File: src/rtl/uart_pkg.sv
// rtl/uart_pkg.sv - shared UART types and baud-rate helper
package uart_pkg;

    typedef enum logic [2:0] {
        WAIT_IDLE,
        IDLE,
        START,
        DATA,
        STOP
    } uart_state_t;

    // Shared with the transmit side so both ends agree on bit length.
    function automatic int clks_per_bit(input int clk_freq, input int baud);
        return clk_freq / baud;
    endfunction

endpackage

File: src/rtl/sync_2ff.sv
// rtl/sync_2ff.sv - two-flop synchronizer with configurable reset level
module sync_2ff #(
    parameter logic RESET_VAL = 1'b1
) (
    input  logic clk,
    input  logic res,
    input  logic d,
    output logic q
);

    logic meta;

    always_ff @(posedge clk) begin
        if (res) begin
            meta <= RESET_VAL;
            q    <= RESET_VAL;
        end else begin
            meta <= d;
            q    <= meta;
        end
    end

endmodule

File: src/rtl/uart_rx.sv
// rtl/uart_rx.sv - 8N1-style UART receiver, LSB first, one-cycle valid strobe
module uart_rx
    import uart_pkg::*;
#(
    parameter int CLK_FREQ   = 100_000_000,
    parameter int BAUD       = 921600,
    parameter int DATA_WIDTH = 8
) (
    input  logic                  clk,
    input  logic                  res,
    input  logic                  rx,
    output logic [DATA_WIDTH-1:0] data,
    output logic                  valid,
    output logic                  frame_err,
    output logic                  busy
);

    localparam int CLKS_PER_BIT = clks_per_bit(CLK_FREQ, BAUD);
    localparam int HALF_BIT     = CLKS_PER_BIT / 2;
    localparam int CNT_W        = $clog2(CLKS_PER_BIT);
    localparam int BIT_W        = $clog2(DATA_WIDTH + 1);

    if (CLKS_PER_BIT < 4) begin : g_bad_rate
        $error("uart_rx: CLKS_PER_BIT must be at least 4");
    end
    if (DATA_WIDTH < 2) begin : g_bad_width
        $error("uart_rx: DATA_WIDTH must be at least 2");
    end

    uart_state_t           state;
    uart_state_t           next_state;
    logic                  rx_s;
    logic [1:0]            settle;
    logic                  sync_ok;
    logic [CNT_W-1:0]      cnt;
    logic [BIT_W-1:0]      bit_idx;
    logic [DATA_WIDTH-1:0] shreg;
    logic                  half_tick;
    logic                  bit_tick;
    logic                  last_bit;
    logic                  valid_d;
    logic                  frame_err_d;
    logic                  busy_d;

    sync_2ff #(
        .RESET_VAL(1'b1)
    ) u_sync (
        .clk(clk),
        .res(res),
        .d  (rx),
        .q  (rx_s)
    );

    // The synchronizer leaves reset at 1, so its output only reflects the pin
    // two cycles later; WAIT_IDLE must not trust it before then.
    always_ff @(posedge clk) begin
        if (res) begin
            settle <= 2'b00;
        end else begin
            settle <= {settle[0], 1'b1};
        end
    end
    assign sync_ok = settle[1];

    assign half_tick = (cnt == CNT_W'(HALF_BIT - 1));
    assign bit_tick  = (cnt == CNT_W'(CLKS_PER_BIT - 1));
    assign last_bit  = (bit_idx == BIT_W'(DATA_WIDTH - 1));

    always_ff @(posedge clk) begin
        if (res) begin
            state <= WAIT_IDLE;
        end else begin
            state <= next_state;
        end
    end

    always_comb begin
        next_state = state;
        case (state)
            WAIT_IDLE: if (rx_s && sync_ok) next_state = IDLE;
            IDLE:      if (!rx_s) next_state = START;
            START:     if (half_tick) next_state = rx_s ? IDLE : DATA;
            DATA:      if (bit_tick && last_bit) next_state = STOP;
            STOP:      if (bit_tick) next_state = rx_s ? IDLE : WAIT_IDLE;
            default:   next_state = WAIT_IDLE;
        endcase
    end

    always_comb begin
        valid_d     = 1'b0;
        frame_err_d = 1'b0;
        busy_d      = (next_state == START) || (next_state == DATA) || (next_state == STOP);
        if (state == STOP && bit_tick) begin
            valid_d     = rx_s;
            frame_err_d = !rx_s;
        end
    end

    always_ff @(posedge clk) begin
        if (res) begin
            cnt       <= '0;
            bit_idx   <= '0;
            shreg     <= '0;
            data      <= '0;
            valid     <= 1'b0;
            frame_err <= 1'b0;
            busy      <= 1'b0;
        end else begin
            valid     <= valid_d;
            frame_err <= frame_err_d;
            busy      <= busy_d;
            if (valid_d) begin
                data <= shreg;
            end
            case (state)
                START: begin
                    if (half_tick) begin
                        cnt     <= '0;
                        bit_idx <= '0;
                    end else begin
                        cnt <= cnt + CNT_W'(1);
                    end
                end
                DATA: begin
                    if (bit_tick) begin
                        cnt     <= '0;
                        shreg   <= {rx_s, shreg[DATA_WIDTH-1:1]};
                        bit_idx <= bit_idx + BIT_W'(1);
                    end else begin
                        cnt <= cnt + CNT_W'(1);
                    end
                end
                STOP: begin
                    cnt <= bit_tick ? '0 : cnt + CNT_W'(1);
                end
                default: begin
                    cnt <= '0;
                end
            endcase
        end
    end

endmodule

File: config.mk
export PLATFORM = sky130hd
export DESIGN_NAME = uart_rx
export DESIGN_NICKNAME = d
export VERILOG_FILES = /design/src/rtl/uart_pkg.sv /design/src/rtl/sync_2ff.sv /design/src/rtl/uart_rx.sv
export SDC_FILE = /design/constraint.sdc
export NUM_CORES = 1
export LEC_CHECK = 0
export CAP_MARGIN = 15
export CORE_UTILIZATION = 54
export CTS_CLUSTER_DIAMETER = 100
export DETAILED_ROUTE_END_ITERATION = 10
export GPL_ROUTABILITY_DRIVEN = 0
export MAX_ROUTING_LAYER = met4
export PLACE_DENSITY = 0.76
export SETUP_SLACK_MARGIN = 0.4
export SYNTH_ARGS = -nofsm -noshare
export SYNTH_HDL_FRONTEND = slang
export SYNTH_SLANG_ARGS = --single-unit
File: constraint.sdc
create_clock -name clk -period 2.1 [get_ports clk]
set_input_delay 0.525 -clock clk [delete_from_list [all_inputs] [get_ports clk]]
set_output_delay 0.525 -clock clk [all_outputs]
set_load 0.005 [all_outputs]
# Word level (Yosys, flattened, before mapping)
# Cells that the tools add are included.
dict set report word_totals {
  ff_bits 37
  out_inout_bits 11
  elab_cells 55
  in_bits 3
}
dict set report classes {
  n_bitwise 1
  reduce_logical 12
  n_addsub 2
  n_mux 16
  n_eq_ne 12
}
# op count
set op_table {}
lappend op_table {{$mux W3} 5}
lappend op_table {{$pmux W3 S5} 1}
lappend op_table {{$mux W7} 2}
lappend op_table {{$pmux W7 S2} 1}
lappend op_table {{$eq A3 B2 Y1 const B} 4}
lappend op_table {{$mux W4} 2}
lappend op_table {{$pmux W4 S2} 1}
lappend op_table {{$add A7 B1 Y7 const B} 1}
lappend op_table {{$eq A7 B6 Y1 const B} 1}
lappend op_table {{$eq A7 B7 Y1 const B} 1}
lappend op_table {{$eq A3 B3 Y1 const B} 2}
lappend op_table {{$add A4 B1 Y4 const B} 1}
lappend op_table {{$eq A4 B3 Y1 const B} 1}
lappend op_table {{$ne A2 B2 Y1 const B} 2}
lappend op_table {{$reduce_or A2 Y1} 2}
lappend op_table {{$eq A3 B1 Y1 const B} 1}
lappend op_table {{$logic_and A1 B1 Y1} 3}
lappend op_table {{$logic_not A3 Y1} 1}
lappend op_table {{$mux W1} 3}
lappend op_table {{$reduce_and A3 Y1} 1}
lappend op_table {{$logic_or A1 B1 Y1} 2}
lappend op_table {{$mux W2} 1}
lappend op_table {{$reduce_and A2 Y1} 1}
lappend op_table {{$reduce_bool A2 Y1} 1}
lappend op_table {{2 further kinds} 2}

# Depth between registers and ports, before layout
dict set report logic_depth {
  ltp_word 7
  mapped_depth 7
  depth_no_buf 6
}

# Hierarchy
# From an unflattened synthesis, not the netlist that was laid out.
dict set report hier_totals {
  hier_cells 151
  hier_area_um2 1503.9
}
# module area_each_um2 instances cells_per_inst seq_area_each_um2
set modules_own_cells {}
lappend modules_own_cells {uart_rx 1451.4 1 147 700.7}
lappend modules_own_cells {sync_2ff 52.6 1 4 40.0}

# Worst setup path before layout
# OpenSTA, ideal clock, no wires.
dict set report synth_timing {
  kind {register -> register}
  startpoint {register cnt[0]}
  endpoint {register bit_idx[3]}
  t_arrival_ns 1.677
  setup_ns 0.070
  synth_period_minus_slack_ns 1.747
  stages_incl_launch_ff 6
  slack_ns 0.353
  cell_sequence {dfxtp_1 > ha_1 > or4b_1 > or2_4 > a2111o_1 > a21oi_1}
}
dict set report synth_via {
  elab_chain_cells 3
  elab_cells_between_ends 5
  classes_between {4 x eq/ne; 1 x reduce/logical}
}
# item line
set synth_lines {}
lappend synth_lines {{start, declared} uart_rx.sv:35} ;# logic [CNT_W-1:0] cnt;
lappend synth_lines {{start signal, assigned} uart_rx.sv:121} ;# cnt <= cnt + CNT_W'(1);
lappend synth_lines {{start signal, assigned} uart_rx.sv:130} ;# cnt <= cnt + CNT_W'(1);
lappend synth_lines {{start signal, assigned} uart_rx.sv:134} ;# cnt <= bit_tick ? '0 : cnt + CNT_W'(1);
lappend synth_lines {{$eq A7 B7 Y1 / $eq A7 B6 Y1 (equally long branches)} {uart_rx.sv:66, uart_rx.sv:65}}
lappend synth_lines {{$ne A2 B2 Y1 (no line)} n/a}
lappend synth_lines {{$reduce_and A3 Y1 (no line) (*)} n/a}
lappend synth_lines {{end signal, assigned} uart_rx.sv:128} ;# bit_idx <= bit_idx + BIT_W'(1);
lappend synth_lines {{end, declared} uart_rx.sv:36} ;# logic [BIT_W-1:0] bit_idx;
# Mark *: on every way between the ends. The rest lies on a longest branch, timed or not.
# A chain may end at the register's enable or synchronous reset.

# Worst setup path after layout
dict set report layout_timing {
  startpoint {register cnt[1]}
  endpoint {register bit_idx[3]}
}
# The elaborated chain is that of the path after synthesis.

==> impl_metrics.yaml <==
outcome:
  outcome: "completed"
placed_design:
  dp_hpwl_mm: 2.00
  port_buffers: 13
  place_ws_ns: 0.262
drt:
  drc: 0
  vias_per_cell: 5.68
  drt_first_pass_iters: 4
  ant_nets: 0
  drtIter0Drc: 10
  wl_per_cell_um: 14.9
  vias: 1176
  totalWireLength_mm: 3.07
finish:
  syn_to_final_growth_pct: 25.0
  seq_area_um2: 756
  fillerInstances: 195
  multi_input_area_um2: 788
  nNetsFinal: 182
  diodes: 0
  drive_gt1_share_pct: 22.6
floorplanning:
  core_mm2: 0.00254
  initial_core_util_pct: 59.1
  ios: 14
  die_width_um: 54.8
  die_area_mm2: 0.00300
  die_h_um: 54.8
  num_rows: 18
setup_path:
  critical_path.cell_chain: "inv_2 > ha_4 > or4b_4 > or2_4 > a2111o_1 > a21oi_2"
  cp_top_family: "simple AND/OR/NAND/NOR gates"
  crit_type: "reg -> reg"
  path_buf_inv: 1
  worst_path_max_delay_cell: "or4b_4"
  worstPathRequired_ns: 2.38
  slowest_delay_ns: 0.46
  crit_arrival_ns: 2.10
  path_max_fanout: 5
  end_kind: "register"
  worstSetupStartpointType: "register"
synth:
  postSynthAreaPerCell_um2: 9.46
  synth_seq_cells: 37
  yosysMostFrequentCell: "dfxtp_1"
  yosysTopAreaCell: "dfxtp_1"
  synth_top_area_share_pct: 49.3
  ys_types: 35
  synth_edf_count: 0
  async_reset_ff_share_pct: 0
  yosysSeqAreaShare_pct: 49.3
  synth_nets: 165
  synth_area_mm2: 0.00150
  synth_warnings: 0
  netlist_top_cells_count: "37 x dfxtp_1, 21 x nor2_1, 16 x mux2i_1, 10 x nor3_1, 9 x nand3_1"
  synth_ff_type: "dfxtp_1"
  syn_inst: 159
  synth_area_leaders: "dfxtp_1 49%, mux2i_1 11%, nor2_1 5.2%"
clock_tree:
  hold_buffers: 0
  cts_sinks: 37
  clk_path_buf_depth: 2
  clk_pin_slew_ns: 0.11
  cts_made_buffers: 5
  cts_tree: "yes"
  cts_setup_buffers: 0
  h-tree-depth: 2
  clk_latency_ns: 0.33
  root_buffer: "clkbuf_4"
sta:
  period_share_pct: 86.7
  clock_skew_ns: 0.00926
  holdWs_ns: 0.417
  tightest_slew_ns: 0.391
  hold_violations: 0
  slew_headroom_pct: 73.6
  rsz0062_at_grt: "true"
  setup_viol: 0
  fin_ws_ns: 0.279
  fin_tns_setup_ns: 0
  report.final.slew_viol_count: 0
  max_freq_ghz: 0.549
  min_period_ns: 1.82
pwr:
  irDropWorstVdd_mv: 0.730
  power_w: 0.00127
  power.density_mw_per_mm2: 673
  cellLeakagePower_nw: 0.868
global_route:
  gr-total-overflow: 0
  grt_pass1_vias: 1092
  grt_max_degree: 18
  antenna_found_initial: 0
  track_usage_pct: 24.0
  grt_pass1_wl_mm: 4.82
min_path:
  hold_path_class: "reg -> reg"
job:
  max_cap_viol_count: 0
[flip-flops by register name, indices dropped and copies added, names as in the netlist]
register     cells
bit_idx          4
busy             1
cnt              7
data             8
frame_err        1
settle           2
shreg            8
state            3
u_sync.meta      1
u_sync.q         1
valid            1
[placed cells by master, fill, tap and decap left out, types with 3 or more instances in the layout]
cell / n
buf_4: 4
xor2_1: 3
clkbuf_4: 5
dlymetal6s2s_1: 8
dlygate4sd2_1: 3
nand3_1: 7
dfxtp_2: 9
nand2_1: 5
o21ai_0: 5
a21oi_1: 5
xnor2_1: 3
mux2i_1: 16
nor3_1: 4
nor2_1: 21
nor3_2: 5
dfxtp_1: 27
inv_1: 6
[worst reg2reg max path: cells and delay by family, from the launching register on]
kind                       cells  cell delay [ns]
AOI/OAI and AO/OA              2             0.52
adders and majority gates      1             0.12
buffers and inverters          1             0.06
DFF                            1             0.34
and+or+nand+nor                2             0.74
[logic make-up after synthesis]
family | Yosys count | share of synthesized area [%]
xor gates and xnor gates | 6 | 3.49
buffers and inverters | 15 | 3.91
muxes | 16 | 10.6
AOI/OAI and AO/OA | 22 | 10.3
and+or+nand+nor | 60 | 19.9
DFF | 37 | 49.3
adders and majority gates | 3 | 2.50
[power breakdown]
| part | switching [W] | internal, W | total, W |
|---|---|---|---|
| clock | 0.000225 | 0.000284 | 0.000510 |
| combinational | 0.0000257 | 0.0000159 | 0.0000416 |
| sequential | 0.00000726 | 0.000707 | 0.000714 |
| total | 0.000258 | 0.00101 | 0.00127 |
[worst paths after layout]
check,from,to,slack (ns),depth (start not counted)
min,u_sync.meta$_SDFF_PP1_,u_sync.q$_SDFF_PP1_,0.42,1
max,cnt[1]$_SDFF_PP0_,bit_idx[3]$_SDFFE_PP0P_,0.28,6
min reg2reg,u_sync.meta$_SDFF_PP1_,u_sync.q$_SDFF_PP1_,0.42,1
max reg2reg,cnt[1]$_SDFF_PP0_,bit_idx[3]$_SDFFE_PP0P_,0.28,6
[stage by stage]
stage               instance area, um2  util (%)  instances
finish                            1880      73.9        207
detailed placement                1680      66.1        199
floorplan                         1510         -        159
global placement                  1680      66.1        199
CTS                               1800      70.6        207
global route                      1880      73.9        207
[layout make-up]
cell class,instances,area share (%)
repair buffers,18,9.98
clock buffers,7,2.93
clock inverters,1,1.60
well taps,30,2.00
inverters,7,1.40
multi-input cells,107,41.9
flip-flops and latches,37,40.2
[per-layer routing]
layer	vias up	global-route usage, %	wire length, um
met1	552	28.8	1370
met3	8	6.39	119
met4	0	12.8	50
li1	593	-	-
met2	23	36.1	1540
met5	-	-	0
[timing repair]
item | CTS | global route
gates resized for setup | 15 | 23
pin swaps | 2 | 6
setup endpoints to repair | 26 | 27
(Power assumes the default switching activity.)
